File: src/rtl/tlc5615_pkg.sv
`default_nettype none
// ============================================================================
// Module      : tlc5615_pkg
// Description : Shared types and constants for the TLC5615 serial transmitter.
// Revision    : 1.0 - initial release
// ============================================================================
package tlc5615_pkg;

    localparam int FRAME_BITS = 16;
    localparam int DATA_BITS  = 10;
    localparam int PAD_HI     = 4;
    localparam int PAD_LO     = 2;

    typedef enum logic [2:0] {
        ST_IDLE  = 3'd0,
        ST_SETUP = 3'd1,
        ST_SHIFT = 3'd2,
        ST_HOLD  = 3'd3,
        ST_GAP   = 3'd4
    } tx_state_t;

    // The DAC wants four leading don't-care bits and two trailing sub-LSB zeros.
    function automatic logic [FRAME_BITS-1:0] make_frame(input logic [DATA_BITS-1:0] sample);
        return {{PAD_HI{1'b0}}, sample, {PAD_LO{1'b0}}};
    endfunction

endpackage
`default_nettype wire

File: src/rtl/tlc5615_sclk_tick.sv
`default_nettype none
// ============================================================================
// Module      : tlc5615_sclk_tick
// Description : SCLK half-period divider; half_tick marks the last clk of
//               every CLK_DIV-cycle interval while enabled.
// Revision    : 1.0 - initial release
// ============================================================================
module tlc5615_sclk_tick #(
    parameter int CLK_DIV = 4
) (
    input  logic clk,
    input  logic reset_n,
    input  logic en,
    output logic half_tick
);

    localparam logic [7:0] c_DIV_LAST = 8'(CLK_DIV - 1);

    logic [7:0] r_cnt;

    assign half_tick = en && (r_cnt == c_DIV_LAST);

    // Held at zero while disabled so every enabled interval starts aligned.
    always_ff @(posedge clk or negedge reset_n) begin
        if (!reset_n) begin
            r_cnt <= '0;
        end else if (!en || half_tick) begin
            r_cnt <= '0;
        end else begin
            r_cnt <= r_cnt + 8'd1;
        end
    end

endmodule
`default_nettype wire

File: src/rtl/tlc5615_tx.sv
`default_nettype none
// ============================================================================
// Module      : tlc5615_tx
// Description : Valid/ready sample input, 16-bit MSB-first SPI frames to the
//               TLC5615 DAC. Optional one-entry holding buffer is enabled by
//               defining TLC5615_TX_HOLD_BUF_EN.
// Revision    : 1.0 - initial release
// ============================================================================
module tlc5615_tx
    import tlc5615_pkg::*;
#(
    parameter int CLK_DIV = 4,
    parameter int GAP_CYC = 8
) (
    input  logic                 clk,
    input  logic                 reset_n,
    input  logic [DATA_BITS-1:0] sample_in,
    input  logic                 sample_valid,
    output logic                 sample_ready,
    output logic                 dac_cs_n,
    output logic                 dac_sclk,
    output logic                 dac_din,
    output logic                 busy,
    output logic                 frame_done
);

    localparam int                 c_GAP_W    = (GAP_CYC > 1) ? $clog2(GAP_CYC) : 1;
    localparam logic [c_GAP_W-1:0] c_GAP_LAST = c_GAP_W'(GAP_CYC - 1);
    localparam logic [3:0]         c_BIT_LAST = 4'(FRAME_BITS - 1);

    tx_state_t              r_state;
    logic [FRAME_BITS-1:0]  r_shift;
    logic [3:0]             r_bit_cnt;
    logic                   r_phase;
    logic [c_GAP_W-1:0]     r_gap_cnt;
    logic                   r_cs_n;
    logic                   r_sclk;
    logic                   r_din;
    logic                   r_busy;
    logic                   r_frame_done;
    logic                   r_ready;

    logic                   w_tick_en;
    logic                   w_half_tick;
    logic                   w_accept;
    logic                   w_gap_end;
    logic [DATA_BITS-1:0]   w_launch_data;
    logic [FRAME_BITS-1:0]  w_launch_word;

    assign w_tick_en = (r_state == ST_SETUP) || (r_state == ST_SHIFT) || (r_state == ST_HOLD);
    assign w_accept  = sample_valid && r_ready;
    assign w_gap_end = (r_state == ST_GAP) && (r_gap_cnt == c_GAP_LAST);

`ifdef TLC5615_TX_HOLD_BUF_EN
    logic                 r_buf_full;
    logic [DATA_BITS-1:0] r_buf_data;
    logic                 w_buf_push;

    // A sample offered on the last GAP cycle with an empty buffer launches directly.
    assign w_buf_push    = w_accept && (r_state != ST_IDLE) && !w_gap_end;
    assign w_launch_data = r_buf_full ? r_buf_data : sample_in;
`else
    assign w_launch_data = sample_in;
`endif

    assign w_launch_word = make_frame(w_launch_data);

    tlc5615_sclk_tick #(
        .CLK_DIV (CLK_DIV)
    ) u_sclk_tick (
        .clk       (clk),
        .reset_n   (reset_n),
        .en        (w_tick_en),
        .half_tick (w_half_tick)
    );

    always_ff @(posedge clk or negedge reset_n) begin
        if (!reset_n) begin
            r_state      <= ST_IDLE;
            r_shift      <= '0;
            r_bit_cnt    <= '0;
            r_phase      <= 1'b0;
            r_gap_cnt    <= '0;
            r_cs_n       <= 1'b1;
            r_sclk       <= 1'b0;
            r_din        <= 1'b0;
            r_busy       <= 1'b0;
            r_frame_done <= 1'b0;
            r_ready      <= 1'b0;
`ifdef TLC5615_TX_HOLD_BUF_EN
            r_buf_full   <= 1'b0;
            r_buf_data   <= '0;
`endif
        end else begin
            r_frame_done <= 1'b0;
            case (r_state)
                ST_IDLE: begin
                    if (w_accept) begin
                        r_state <= ST_SETUP;
                        r_shift <= w_launch_word;
                        r_din   <= w_launch_word[FRAME_BITS-1];
                        r_cs_n  <= 1'b0;
                        r_busy  <= 1'b1;
                    end
`ifdef TLC5615_TX_HOLD_BUF_EN
                    r_ready <= 1'b1;
`else
                    r_ready <= !w_accept;
`endif
                end
                ST_SETUP: begin
                    if (w_half_tick) begin
                        r_state   <= ST_SHIFT;
                        r_bit_cnt <= '0;
                        r_phase   <= 1'b0;
                    end
                end
                ST_SHIFT: begin
                    if (w_half_tick) begin
                        if (!r_phase) begin
                            r_sclk  <= 1'b1;
                            r_phase <= 1'b1;
                        end else begin
                            // Falling edge: the next bit is presented while SCLK is low.
                            r_sclk  <= 1'b0;
                            r_phase <= 1'b0;
                            if (r_bit_cnt == c_BIT_LAST) begin
                                r_state <= ST_HOLD;
                            end else begin
                                r_bit_cnt <= r_bit_cnt + 4'd1;
                                r_shift   <= {r_shift[FRAME_BITS-2:0], 1'b0};
                                r_din     <= r_shift[FRAME_BITS-2];
                            end
                        end
                    end
                end
                ST_HOLD: begin
                    if (w_half_tick) begin
                        r_state      <= ST_GAP;
                        r_cs_n       <= 1'b1;
                        r_frame_done <= 1'b1;
                        r_gap_cnt    <= '0;
                    end
                end
                ST_GAP: begin
                    if (w_gap_end) begin
`ifdef TLC5615_TX_HOLD_BUF_EN
                        if (r_buf_full || w_accept) begin
                            r_state <= ST_SETUP;
                            r_shift <= w_launch_word;
                            r_din   <= w_launch_word[FRAME_BITS-1];
                            r_cs_n  <= 1'b0;
                        end else begin
                            r_state <= ST_IDLE;
                            r_busy  <= 1'b0;
                        end
`else
                        r_state <= ST_IDLE;
                        r_busy  <= 1'b0;
                        r_ready <= 1'b1;
`endif
                    end else begin
                        r_gap_cnt <= r_gap_cnt + c_GAP_W'(1);
                    end
                end
                default: begin
                    r_state <= ST_IDLE;
                    r_cs_n  <= 1'b1;
                    r_sclk  <= 1'b0;
                    r_busy  <= 1'b0;
                end
            endcase
`ifdef TLC5615_TX_HOLD_BUF_EN
            if (w_buf_push) begin
                r_buf_full <= 1'b1;
                r_buf_data <= sample_in;
                r_ready    <= 1'b0;
            end else if (w_gap_end && r_buf_full) begin
                r_buf_full <= 1'b0;
                r_ready    <= 1'b1;
            end
`endif
        end
    end

    assign sample_ready = r_ready;
    assign dac_cs_n     = r_cs_n;
    assign dac_sclk     = r_sclk;
    assign dac_din      = r_din;
    assign busy         = r_busy;
    assign frame_done   = r_frame_done;

endmodule
`default_nettype wire
File: config.mk
export PLATFORM = sky130hd
export DESIGN_NAME = tlc5615_tx
export DESIGN_NICKNAME = d
export VERILOG_FILES = /design/src/rtl/tlc5615_pkg.sv /design/src/rtl/tlc5615_sclk_tick.sv /design/src/rtl/tlc5615_tx.sv
export SDC_FILE = /design/constraint.sdc
export NUM_CORES = 1
export LEC_CHECK = 0
export ABC_AREA = 1
export BUFFER_PORTS_ARGS = -buffer_cell sky130_fd_sc_hd__buf_2
export CAP_MARGIN = 10
export CORE_MARGIN = 3
export CORE_UTILIZATION = 60
export DETAILED_ROUTE_END_ITERATION = 16
export GPL_TIMING_DRIVEN = 0
export PLACE_DENSITY = 0.9
export SETUP_SLACK_MARGIN = 0.2
export SKIP_CTS_REPAIR_TIMING = 1
export SLEW_MARGIN = 40
export SYNTH_ARGS = -nofsm -noshare
export SYNTH_HDL_FRONTEND = slang
export SYNTH_SLANG_ARGS = --single-unit
File: constraint.sdc
create_clock -name clk -period 4 [get_ports clk]
set_input_delay 0.8 -clock clk [delete_from_list [all_inputs] [get_ports clk]]
set_output_delay 0.8 -clock clk [all_outputs]
set_load 0.01 [all_outputs]
# After elaboration in Yosys (flattened, before gate mapping)
# Cells that the tools add are included.
dict set report word_totals {
  reg_bits 40
  in_bits 13
}
dict set report op_classes {
  bitwise_logic 3
  addsub 3
  reduce_logical 25
  eq_ne 16
  n_mux 41
}
# op n
set op_table {}
lappend op_table {{$mux W15} 4}
lappend op_table {{$pmux W15 S2} 1}
lappend op_table {{$mux W3} 9}
lappend op_table {{$mux W4} 4}
lappend op_table {{$pmux W3 S5} 1}
lappend op_table {{$mux W1} 13}
lappend op_table {{$reduce_and A3 Y1} 4}
lappend op_table {{$ne A2 B2 Y1 const B} 5}
lappend op_table {{$reduce_and A5 Y1} 2}
lappend op_table {{$add A8 B1 Y8 const B} 1}
lappend op_table {{$eq A8 B2 Y1 const B} 1}
lappend op_table {{$mux W8} 1}
lappend op_table {{$ne A2 B1 Y1 const B} 4}
lappend op_table {{$pmux W1 S2} 4}
lappend op_table {{$pmux W4 S2} 1}
lappend op_table {{$reduce_bool A2 Y1} 4}
lappend op_table {{$reduce_and A7 Y1} 1}
lappend op_table {{$eq A3 B2 Y1 const B} 2}
lappend op_table {{$eq A3 B3 Y1 const B} 2}
lappend op_table {{$pmux W1 S3} 2}
lappend op_table {{$pmux W3 S2} 1}
lappend op_table {{$reduce_or A3 Y1} 2}
lappend op_table {{$add A4 B1 Y4 const B} 1}
lappend op_table {{$eq A4 B4 Y1 const B} 1}
lappend op_table {{other kinds (9)} 17}

# Longest topological paths before layout
# Gate-level depths: netlist of the first run.
dict set report depth {
  word_depth 6
  ltp_mapped 9
  ltp_nobuf 9
}

# Modules after synthesis
# From an unflattened synthesis of the first run, not the netlist that was laid out.
dict set report hier_totals {
  cells_unflattened 257
  area_unflattened_um2 1998.2
}
# mod seq_area_each_um2 area_per_inst_um2 instances cells_per_inst
set by_module_without_submodules {}
lappend by_module_without_submodules {tlc5615_tx 752.0 1572.8 1 201}
lappend by_module_without_submodules {tlc5615_sclk_tick 200.2 425.4 1 56}

# Worst setup path before layout of the first run
# Ideal clock, no wire load.
dict set report synth_timing {
  path_type {input to register}
  start {in sample_valid}
  end {reg r_din, in the netlist dac_din}
  path_stages 8
  slack_ns 2.428
  arrival_ns 1.456
  required_time_ns 3.883
  path_buffers 1
  path_cell_list {nand2_1 > nand3_2 > nand2_1 > inv_2 > nand3_2 > buf_6 > nand2_1 > nand2_1}
}
dict set report synth_via {
  elab_chain_len 3
}
# item line
set synth_lines {}
lappend synth_lines {{from (decl)} tlc5615_tx.sv:18} ;# input logic sample_valid,
lappend synth_lines {{$logic_and A1 B1 Y1} tlc5615_tx.sv:51} ;# assign w_accept = sample_valid && r_ready;
lappend synth_lines {{$ne A2 B2 Y1 (no line)} n/a}
lappend synth_lines {{$reduce_and A5 Y1 (no line)} n/a}
lappend synth_lines {{to (signal assigned)} tlc5615_tx.sv:101} ;# r_din <= w_launch_word[FRAME_BITS-1];
lappend synth_lines {{to (signal assigned)} tlc5615_tx.sv:132} ;# r_din <= r_shift[FRAME_BITS-2];
lappend synth_lines {{to (decl)} tlc5615_tx.sv:38} ;# logic r_din;
# Every way passes these cells.
# A chain may end at the register's enable or synchronous reset.

# Final worst setup path of the first run
dict set report layout_timing {
  start {reg r_cs_n, in the netlist dac_cs_n}
  end {out dac_cs_n}
}
# item line
set layout_lines {}
lappend layout_lines {{from (decl)} tlc5615_tx.sv:36} ;# logic r_cs_n;
lappend layout_lines {{from (signal assigned)} tlc5615_tx.sv:84} ;# r_cs_n <= 1'b1;
lappend layout_lines {{from (signal assigned)} tlc5615_tx.sv:102} ;# r_cs_n <= 1'b0;
lappend layout_lines {{from (signal assigned)} tlc5615_tx.sv:140} ;# r_cs_n <= 1'b1;
lappend layout_lines {{to (decl)} tlc5615_tx.sv:20} ;# output logic dac_cs_n,
# No word-level cell between the ends.

==> reports/qor.yml, run 1 <==
crit_fanout: 2
cp_data_required_time_ps: 3200
antenna_found_initial: 0
grt_max_degree: 39
crit_chain: "buf_2"
r2r_slack_ps: 2350
crit_type: "reg2out"
worst_slack_ps: 2170
clock-sinks: 38
synth_area_um2: 2000
die_w_um: 63.7
start_util: 0.643
skew_ps: 12.9
finalMaxSlewViolations: 0
timing.final.crit_share: 0.456
hold_viol_final: 0
dr_wl_met2_um: 1880
arrival_ps: 1030
peakVddDrop_v: 0.000373
syn_area_per_cell_um2: 7.56
place_congestion: 0.863
synth_area_leaders: "dfrtp_1 46%, nand2_1 20%, nand3_1 8.8%"
grt_use_total: 0.216
ctsHtreeMaxLevel: 2
io_buffer_count: 18
status: "finished clean"
areaGrowthSynthToFinish_pct: 11.3
power_density_nw_per_um2: 577
cts_tree: "built"
clock_latency_ps: 340
synth_cell_types: 23
antenna_cells: 0
path_buf_inv: 1
cts_buffers: 5
yosysTopAreaCell: "dfrtp_1"
grt_pass1_wl_um: 6890
slowest_delay_ps: 560
finalNetCount: 306
post_drt_wl_per_cell_um: 11.5
dp_worst_setup_slack_ps: 2230
worstMarginPinSlew_ps: 464
dr_total_vias: 1724
rsz0062_at_grt: "false"
ys_seq_elements: 38
relSlewSlack: 0.691
finalSetupTns_ps: 0
max_freq_mhz: 548
wl_met3_um: 146
met1_length_um: 1760
coreArea_um2: 3100
gr-total-overflow: 0
reg2reg_to: "r_state[0]"
min_period_ps: 1830
syn_nets: 281
reg2regPathDepth: 8
die_area_um2: 4050
clk_pin_slew_ps: 110
hp-class: "in2async"
io_pins: 19
cts_buffer_depth: 2
placedInstanceArea_um2: 2140
crit_family: "flip-flops"
rows: 20
viasPerCell: 5.16
die_h_um: 63.7
synth_top_area_frac: 0.464
worstReg2RegStart: "u_sclk_tick.r_cnt[0]"
drt-initial-drc-count: 101
worstSetupEndpointType: "primary output"
drive_gt1_frac: 0.145
drtPass1Iterations: 4
slowest_stage: "dfstp_2"
p_leak_uw: 0.00126
routed_wl_um: 3830
root_buffer: "clkbuf_4"
nFillCells: 272
setup_viol: 0
drv_cap: 0
grt_pass1_vias: 1639
yosysWarnings: 0
route.detailed.drc: 0
drtAntennaViolNets: 0
startpoint_type: "register"
seq_area_frac_synth: 0.477
stdcell_area_um2: 2220
dp_hpwl_um: 2760
syn_inst: 264
top_layer: "met4"
==> flip-flops by register name, indices dropped and copies added, names as in the netlist, 3 cells and up <==
name	cells
r_state	3
r_gap_cnt	3
r_bit_cnt	4
u_sclk_tick.r_cnt	8
r_shift	13
==> Yosys cell counts <==
master	number
xor2_1	1
buf_2	3
nand4_1	3
nand3_2	2
nor2_1	24
a21oi_1	3
nand2_2	3
o21ai_0	4
nor3_1	3
nor3b_1	3
nand2_4	1
nand2_1	104
dfrtp_1	37
inv_2	1
ha_1	4
inv_1	23
xnor2_1	1
nand3_1	35
dfstp_2	1
o21ai_1	1
a31oi_1	2
nor2_4	3
buf_6	2
==> worst max path at each step <==
stage,start,end,cells past startpoint
floorplan,sample_valid,dac_din,8
global placement,sample_valid,r_shift[6],9
detailed placement,sample_valid,r_shift[13],9
CTS,dac_cs_n,dac_cs_n,1
global route,u_sclk_tick.r_cnt[0],r_bit_cnt[2],6
finish,dac_cs_n,dac_cs_n,1
==> final cells by class <==
type | instances | area, µm² | share of cell area
flip-flops and latches | 38 | 952 | 0.428
clock buffers | 8 | 78.8 | 0.0355
multi-input cells | 197 | 916 | 0.412
well taps | 44 | 55.1 | 0.0248
inverters | 24 | 90.1 | 0.0405
repair buffers | 18 | 92.6 | 0.0417
plain buffers | 5 | 37.5 | 0.0169
==> layer usage <==
metal	vias up	track usage
li1	883	-
met1	804	0.269
met2	32	0.351
met3	5	0.0570
met4	0	0.0943
met5	-	0
==> where the power goes <==
| group | leakage (µW) | internal (µW) | switching [µW] | total, µW |
|---|---|---|---|---|
| combinational | 0.000711 | 177 | 315 | 493 |
| clock | 0.0000446 | 120 | 121 | 242 |
| sequential | 0.000501 | 482 | 65.4 | 547 |
==> cell usage in the layout (no fill, tap or decap), drive strengths merged <==
| cell type | count |
|---|---|
| inv | 24 |
| nor2 | 27 |
| xor2 | 1 |
| clkbuf | 8 |
| a31oi | 2 |
| ha | 4 |
| dfstp | 1 |
| nor3b | 3 |
| a21oi | 3 |
| nor3 | 3 |
| buf | 23 |
| dfrtp | 37 |
| o21ai | 5 |
| xnor2 | 1 |
| nand2 | 108 |
| nand3 | 37 |
| nand4 | 3 |
==> stage by stage <==
stage	hold slack [ps]	util	std cells	power (µW)
after floorplan	433	-	264	922
after global placement	449	0.690	326	1030
after detailed placement	454	0.690	326	1050
after CTS	476	0.715	334	1290
after global routing	409	0.716	334	1400
final	396	0.716	334	1280
==> logic make-up (layout without fill, tap and decap cells) <==
family,after synthesis,after routing,synth area share
DFF,38,38,0.477
and+or+nand+nor,181,181,0.399
buffers and inverters,29,55,0.0639
AOI/OAI and AO/OA,10,10,0.0263
adders and majority gates,4,4,0.0251
xor gates and xnor gates,2,2,0.00878
No activity file was read; power rests on OpenSTA's default activity.
==> run 2: changes to the inputs <==
ABC_AREA = 0   (was 1)
CORE_UTILIZATION = 52   (was 60)
PLACE_DENSITY = 0.83   (was 0.9)
clock period = 1.55 ns   (was 4 ns; I/O delays follow)
==> reports/qor.yml, run 2 <==
yosysWarnings: 0  # unchanged
yosysMostFrequentCell: "dfrtp_1"  # was nand2_1
final_common_cell: "dfrtp_1"  # was nand2_1
relSlewSlack: 0.686  # was 0.691
reg2regPathDepth: 6  # was 8
io_pins: 19  # unchanged
syn_inst: 176  # was 264
drtPass1Iterations: 4  # unchanged
dp_hpwl_um: 2940  # was 2760 µm
peakVddDrop_v: 0.000603  # was 0.000373 V
async_flop_share: 1.00  # unchanged
max_freq_mhz: 557
synth_top_area_frac: 0.493  # was 0.464
drtAntennaViolNets: 0  # unchanged
io_buffer_count: 18  # unchanged
synth_cell_types: 43  # was 23
die_area_um2: 4370  # was 4050 µm²
viasPerCell: 6.14  # was 5.16
rsz0062_at_grt: "true"  # was false
finalSetupTns_ps: -4790  # was 0 ps
start_util: 0.550  # was 0.643
crit_type: "reg2reg"  # was reg2out
crit_family: "simple AND/OR/NAND/NOR gates"  # was flip-flops
synth-edff-count: 0  # unchanged
root_buffer: "clkbuf_4"  # unchanged
antenna_found_initial: 0  # unchanged
nFillCells: 194  # was 272
gr-total-overflow: 0  # unchanged
dr_total_vias: 1688  # was 1,724
reg2reg_to: "r_shift[5]"  # was r_state[0]
rows: 21  # was 20
crit_fanout: 9  # was 2
worstMarginPinSlew_ps: 471  # was 464 ps
timing.final.crit_share: 1.16
route.detailed.drc: 0  # unchanged
routed_wl_um: 5190  # was 3830 µm
finalNetCount: 245  # was 306
multi_input_area_um2: 1130  # was 916 µm²
synth_area_um2: 1880  # was 2000 µm²
ctsHtreeMaxLevel: 2  # unchanged
path_buf_inv: 2  # was 1
p_leak_uw: 0.00120  # was 0.00126 µW
skew_ps: 8.25  # was 12.9 ps
cp.depth: 6  # was 1
clock_latency_ps: 360  # was 340 ps
grt_pass1_wl_um: 7060  # was 6890 µm
worst_hold_slack_ps: 161  # was 396 ps
crit_chain: "clkbuf_4, nor4b_4, nand4_1, nand2b_4, buf_6, o221a_2"  # was buf_2
regArea_um2: 957  # was 952 µm²
critPathLaunch: "r_state[2]"  # was dac_cs_n
drt-initial-drc-count: 176  # was 101
clk_pin_slew_ps: 120  # was 110 ps
top_register: "r_shift"  # unchanged
min_period_ps: 1800
drive_gt1_frac: 0.480  # was 0.145
grt_max_degree: 39  # unchanged
status: "finished, violations left"  # was finished clean
stdcell_area_um2: 2670  # was 2220 µm²
r2r_slack_ps: -250  # was 2350 ps
setup_viol: 32  # was 0
dp_worst_setup_slack_ps: -393  # was 2230 ps
areaGrowthSynthToFinish_pct: 42.1  # was 11.3%
synth_area_leaders: "dfrtp_1 49%, o221a_2 5.4%, nand2b_1 4.0%"  # was dfrtp_1 46%, nand2_1 20%, nand3_1 8.8%
post_drt_wl_per_cell_um: 18.9  # was 11.5 µm
slowest_delay_ps: 390  # was 560 ps
placedInstanceArea_um2: 2130  # was 2140 µm²
top_regs: "r_shift x13, u_sclk_tick.r_cnt x8, r_bit_cnt x4"  # unchanged
cp_data_required_time_ps: 1800  # was 3200 ps
dr_wl_met2_um: 2720  # was 1880 µm
syn_nets: 193  # was 281
violations: "negative setup slack"
crit_end: "r_shift[5]"  # was dac_cs_n
slowest_stage: "dfrtp_1"  # was dfstp_2
cts_tree: "built"  # unchanged
arrival_ps: 2050  # was 1030 ps
grt_pass1_vias: 1516  # was 1,639
antenna_cells: 0  # unchanged
worstReg2RegStart: "r_state[2]"  # was u_sclk_tick.r_cnt[0]
cts_buffer_depth: 2  # unchanged
ys_seq_elements: 38  # unchanged
syn_area_per_cell_um2: 10.7  # was 7.56 µm²
worst_slack_ps: -246  # was 2170 ps
place_congestion: 0.845  # was 0.863
hold_viol_final: 0  # unchanged
die_w_um: 66.1  # was 63.7 µm
met1_length_um: 2060  # was 1760 µm
power_density_nw_per_um2: 723  # was 577 nW/µm²
grt_use_total: 0.214  # was 0.216
seq_area_frac_synth: 0.507  # was 0.477
layout_common_cells: "33 x dfrtp_1, 24 x buf_4, 16 x buf_2"  # was 104 x nand2_1, 37 x dfrtp_1, 35 x nand3_1
min_path_cells: 2
synth_commonest_cells: "37 x dfrtp_1, 17 x nor2_1, 12 x nand2b_1, 12 x nand3_1"  # was 104 x nand2_1, 37 x dfrtp_1, 35 x nand3_1
top_layer: "met4"  # unchanged
coreArea_um2: 3420  # was 3100 µm²
die_h_um: 66.1  # was 63.7 µm
drv_cap: 0  # unchanged
clock-sinks: 38  # unchanged
worstSetupEndpointType: "register"  # was primary output
startpoint_type: "register"  # unchanged
total_power_uw: 1930  # was 1280 µW
largest_reg_flops: 13  # unchanged
wl_met3_um: 262  # was 146 µm
finalMaxSlewViolations: 0  # unchanged
yosysTopAreaCell: "dfrtp_1"  # unchanged
cts_buffers: 5  # unchanged
hp-class: "in2reg"  # was in2async
ys.flop_type: "dfrtp_1"  # unchanged
[run 2: cell types whose count changed after synthesis, sizes merged, moves of 3 or more]
cell,delta
o221a,+9
and3,+3
clkbuf,+5
nand2b,+12
nor2,-10
nand3,-25
xor2,+4
buf,-3
nand2,-99
a22o,+7
mux2i,+3
inv,-21
o21ai,+7
[run 2: layout make-up]
class                   instances  share of cell area
repair buffers                 45               0.125
flip-flops and latches         38               0.358
clock inverters                 2              0.0225
well taps                      46              0.0216
plain buffers                   7              0.0244
clock buffers                   6              0.0192
inverters                       3             0.00562
multi-input cells             128               0.424
[run 2: how the worst min path moves through the flow]
stage	startpoint	endpoint	slack, ps
4_1_cts	reset_n	r_gap_cnt[0]	60
6_report	sample_in[0]	r_shift[2]	160
3_3_place_gp	reset_n	frame_done	440
2_1_floorplan	reset_n	busy	10
5_1_grt	sample_in[0]	r_shift[2]	150
3_5_place_dp	reset_n	r_gap_cnt[0]	450
[run 2: per-layer routing]
metal  global-route usage  vias to the layer above
met3               0.0561                       13
met4                0.107                        0
li1                     -                      761
met1                0.268                      846
met2                0.341                       68
met5                    0                        -
[run 2: cells by family (layout without fill, tap and decap cells)]
family / after synthesis / after routing / synth area share
simple gates: 73 / 73 / 0.225
compound gates: 41 / 41 / 0.172
flops: 38 / 38 / 0.507
buf+inv: 10 / 63 / 0.0213
xor+xnor: 7 / 7 / 0.0326
fa+ha+maj: 4 / 4 / 0.0266
mux: 3 / 3 / 0.0160
[run 2: through the flow]
stage                      util  instances
after CTS                 0.655        248
after detailed placement  0.623        240
after global routing      0.782        275
after global placement    0.623        240
after floorplan               -        176
final                     0.782        275
[run 2: report_power, final]
group	switching, µW	leakage (µW)	total [µW]	internal, µW
combinational	23.1	0.000661	39.7	16.6
clock	353	0.0000585	899	546
sequential	0	0.000482	991	991
total	376	0.00120	1930	1550
